### config.mk
export PLATFORM = sky130hd
export DESIGN_NAME = simon_playback_sequencer
export DESIGN_NICKNAME = d
export VERILOG_FILES = /design/src/rtl/simon_playback_sequencer.sv
export SDC_FILE = /design/constraint.sdc
export NUM_CORES = 1
export LEC_CHECK = 0
export CAP_MARGIN = 5
export CORE_MARGIN = 2
export CORE_UTILIZATION = 38
export DETAILED_ROUTE_END_ITERATION = 8
export PLACE_DENSITY_LB_ADDON = 0.2
export RECOVER_POWER = 100
export SLEW_MARGIN = 20
export SYNTH_ARGS = -nofsm -noshare
export SYNTH_HDL_FRONTEND = slang
export SYNTH_SLANG_ARGS = --single-unit
### constraint.sdc
create_clock -name clk -period 3.12 [get_ports clk]
set_input_delay 0.468 -clock clk [delete_from_list [all_inputs] [get_ports clk]]
set_output_delay 0.468 -clock clk [all_outputs]
set_load 0.005 [all_outputs]
### src/rtl/simon_playback_sequencer.sv
// Plays a stored LED pattern: each entry is fetched from pattern memory, lit for
// ON_CYCLES, then followed by OFF_CYCLES of darkness before the next entry.
module simon_playback_sequencer #(
   parameter int          ADDR_W     = 6,
   parameter int          DATA_W     = 4,
   parameter int unsigned ON_CYCLES  = 25000000,
   parameter int unsigned OFF_CYCLES = 12500000
) (
   input  logic              clk,
   input  logic              rst,
   input  logic              start,
   input  logic              abort,
   input  logic [ADDR_W-1:0] count,
   output logic              mem_rd_en,
   output logic [ADDR_W-1:0] mem_addr,
   input  logic [DATA_W-1:0] mem_rd_data,
   output logic [DATA_W-1:0] leds,
   output logic              busy,
   output logic              done
);

   localparam int unsigned MAX_CYCLES = (ON_CYCLES > OFF_CYCLES) ? ON_CYCLES : OFF_CYCLES;
   localparam int          TIMER_W    = (MAX_CYCLES > 1) ? $clog2(MAX_CYCLES) : 1;
   localparam logic [TIMER_W-1:0] ON_LOAD  = TIMER_W'(ON_CYCLES - 1);
   localparam logic [TIMER_W-1:0] OFF_LOAD = TIMER_W'(OFF_CYCLES - 1);

   typedef enum logic [2:0] {
      IDLE  = 3'd0,
      FETCH = 3'd1,
      LOAD  = 3'd2,
      SHOW  = 3'd3,
      GAP   = 3'd4,
      DONE  = 3'd5
   } state_t;

   state_t              state_reg,    state_next;
   logic [ADDR_W-1:0]   index_reg,    index_next;
   logic [ADDR_W-1:0]   count_reg,    count_next;
   logic [TIMER_W-1:0]  timer_reg,    timer_next;
   logic [DATA_W-1:0]   led_data_reg, led_data_next;
   logic [ADDR_W-1:0]   index_inc;

   assign index_inc = index_reg + ADDR_W'(1);

   always_ff @(posedge clk) begin
      if (rst) begin
         state_reg    <= IDLE;
         index_reg    <= '0;
         count_reg    <= '0;
         timer_reg    <= '0;
         led_data_reg <= '0;
      end else begin
         state_reg    <= state_next;
         index_reg    <= index_next;
         count_reg    <= count_next;
         timer_reg    <= timer_next;
         led_data_reg <= led_data_next;
      end
   end

   always_comb begin
      state_next    = state_reg;
      index_next    = index_reg;
      count_next    = count_reg;
      timer_next    = timer_reg;
      led_data_next = led_data_reg;
      case (state_reg)
         IDLE: begin
            if (start) begin
               if (count != '0) begin
                  count_next = count;
                  index_next = '0;
                  state_next = FETCH;
               end else begin
                  state_next = DONE;
               end
            end
         end
         FETCH: state_next = LOAD;
         LOAD: begin
            led_data_next = mem_rd_data;
            timer_next    = ON_LOAD;
            state_next    = SHOW;
         end
         SHOW: begin
            if (timer_reg == '0) begin
               timer_next = OFF_LOAD;
               state_next = GAP;
            end else begin
               timer_next = timer_reg - TIMER_W'(1);
            end
         end
         GAP: begin
            if (timer_reg == '0) begin
               // index_inc cannot overflow: index < count_reg <= 2^ADDR_W-1
               if (index_inc < count_reg) begin
                  index_next = index_inc;
                  state_next = FETCH;
               end else begin
                  state_next = DONE;
               end
            end else begin
               timer_next = timer_reg - TIMER_W'(1);
            end
         end
         DONE:    state_next = IDLE;
         default: state_next = IDLE;
      endcase
      if (abort && state_reg != IDLE) begin
         state_next = IDLE;
      end
   end

   // Outputs are forced quiet while rst is held, not just after the reset edge.
   assign mem_rd_en = !rst && (state_reg == FETCH);
   assign mem_addr  = rst ? '0 : index_reg;
   assign leds      = (!rst && state_reg == SHOW) ? led_data_reg : '0;
   assign busy      = !rst && (state_reg != IDLE);
   assign done      = !rst && (state_reg == DONE);

endmodule

==> metrics.csv <==
metric,value,unit
Final ANT Viol Nets,0,
die width,88.1,um
Yosys cell types,59,
asr flop ratio synth,0,%
Rows,30,
Placeable Area,6830,sq um
Multi-input gate area,1660,sq um
GPL Wtd Cong,0.905,
clock period minus worst slack,2.72,ns
critical path required time,2.65,ns
Synth top area share,32.7,%
leakage,1.18,nW
layout cells sized above 1,5.43,%
max frequency,0.367,GHz
overall power,1.99,mW
Setup CP Type,reg2out,
clock sink count,44,
status,"finished, final reports clean",
synth top area cells,"dfxtp_1, nor2_1, a21oi_1",
R2R Setup Slk,0.43,ns
RSZ-0062 raised after global routing,false,
hold_buf cts,0,
Post-DP HPWL,5050,um
CP Max Fanout,15,
Clock Skew,0.00685,ns
Nets,389,
diodes inserted,0,
pwr dens,646,nW/um^2
"Setup violations, final",0,
port bufs,26,
mapped cell area,2690,sq um
Post-Layout Cell Count,464,
"Clk Latency, worst-skew pair",0.29,ns
first-pass GRT wire length,11300,um
crit path launch,state_reg[1],
Clock Root Buffer,clkbuf_8,
Cells after DPL,456,
Seq. cell area,881,sq um
yosys synthesis warning count,0,
Final Core Density,45.2,%
most frequent cells in the layout,"nor2_1, dfxtp_1, nand2_1",
worst hold slack,0.454,ns
clock-pin slew of the registers on the worst-case setup and hold paths,0.08,ns
R2R cell count,6,
clock network power share,18.9,%
GRT overflow,0,
drt total wl,6840,um
Die H,88.1,um
Pre-antenna DRT Iters,4,
CTS tree,yes,
Via density,5.49,
Critical Path Sink,leds[0],
Final Cell Area,3090,sq um
initial antenna violation count,0,
DRC Markers,0,
synth-to-layout area growth,14.7,%
Avg Inst Size Synth,7.80,sq um
dominant cell type by area after synthesis,dfxtp_1,
Reg power frac,34.6,%
Post-CTS Setup Inserts,0,
worst ir drop on vdd,362,uV
reg2reg end,timer_reg[19],
max FFs per register,25,
max-cap violations,0,
Sw Share,42.1,%
top_reg_cell synth,dfxtp_1,
Max Slew Vio Count,0,
"Cell Area, Placed",3030,sq um
worst setup margin,0.397,ns
Crit Reg-Reg Startpoint,timer_reg[4],
"Seq/Total Area, Yosys",32.7,%
CTS H-tree depth,2,
Rel. slew slack,37.2,%
Max Root-Sink Buffers,2,
"commonest non-fill, non-tap cell in the layout",nor2_1,
die area,7770,sq um
number of CTS-inserted buffers,5,
fillers,704,
Setup TNS,0,ns
Post-synth EDFFs,0,
Int Power,1.15,mW
vias in the first global route,2332,
critical path data arrival time,2.25,ns
Fin. Hold Viols,0,
#FFs+latches synth,44,
Combinational Power Share,46.5,%
pin count of the biggest net entering global routing,34,
Initial Util,39.4,%
Detailed Route Iter0 Violations,180,
Min-Delay Path Class,reg2reg,
NetSw,839,uW
startpoint class of the critical path,flip-flop,
"Net Count, Synth",367,
DP Worst Slack,0.585,ns
# IOs,27,
"Gates resized, CTS repair",0,
DR WL/cell,14.7,um
via count,2549,
post-route clock period utilization,87.3,%
Post-Synthesis Cells,345,
critical path capture point type,output pin,
Least-Margin Pin Slew,0.932,ns
Total GRT Usage,18.4,%
-- worst min path at each step --
stage / slack, ns / startpoint / cells after the start / to
5_1_grt: 0.48 / led_data_reg[1] / 2 / led_data_reg[1]
6_report: 0.45 / led_data_reg[3] / 2 / led_data_reg[3]
3_3_place_gp: 0.44 / led_data_reg[3] / 2 / led_data_reg[3]
3_5_place_dp: 0.44 / led_data_reg[3] / 2 / led_data_reg[3]
2_1_floorplan: 0.43 / led_data_reg[0] / 2 / led_data_reg[0]
4_1_cts: 0.45 / led_data_reg[3] / 2 / led_data_reg[3]
-- cell type report --
cell class | count | area share (%)
clock buffers | 8 | 2.92
multi-input cells | 272 | 53.7
repair buffers | 33 | 9.57
flip-flops and latches | 44 | 28.5
inverters | 11 | 1.34
well taps | 96 | 3.89
-- cell usage after synthesis (3+ instances only) --
cell type	count
a211oi_1	4
a21o_1	4
a21oi_1	24
a221oi_1	4
a31oi_1	8
and2_1	3
and3_1	8
clkbuf_1	14
dfxtp_1	44
ha_1	8
inv_1	11
nand2_1	31
nand3_1	8
nor2_1	51
nor2b_1	7
nor3_1	20
nor4_1	7
o21ai_0	10
o31ai_1	3
or3_1	8
or4_1	7
xnor2_1	13
-- kinds of logic after synthesis --
logic type                 Yosys count  share of synthesized area (%)
muxes                                2                          0.744
adders and majority gates            8                           3.72
DFF                                 44                           32.7
AOI/OAI and AO/OA                   78                           19.9
xor gates and xnor gates            14                           4.56
and+or+nand+nor                    170                           33.7
buffers and inverters               29                           4.65
-- metal layers --
layer,vias up,share of wire (%),global-route usage (%)
li1,1301,-,-
met1,1195,48,24.0
met2,46,47,31.5
met3,7,3.7,3.30
met4,0,1.4,4.68
met5,-,0,0
-- critical path, stage by stage (launching register included) --
cell           delay (ns)
dfxtp_1              0.64
inv_1                0.26
nor2_1               0.30
and3_1               0.19
dlygate4sd3_1        0.57
-- power groups by stage --
stage | clock network [mW] | logic (mW) | registers (mW)
final | 0.376 | 0.927 | 0.690
after global routing | 0.402 | 1.04 | 0.701
after CTS | 0.385 | 0.949 | 0.690
after detailed placement | 0 | 0.944 | 0.702
after global placement | 0 | 0.942 | 0.703
after floorplan | 0 | 0.778 | 0.679
(Power assumes the default switching activity.)
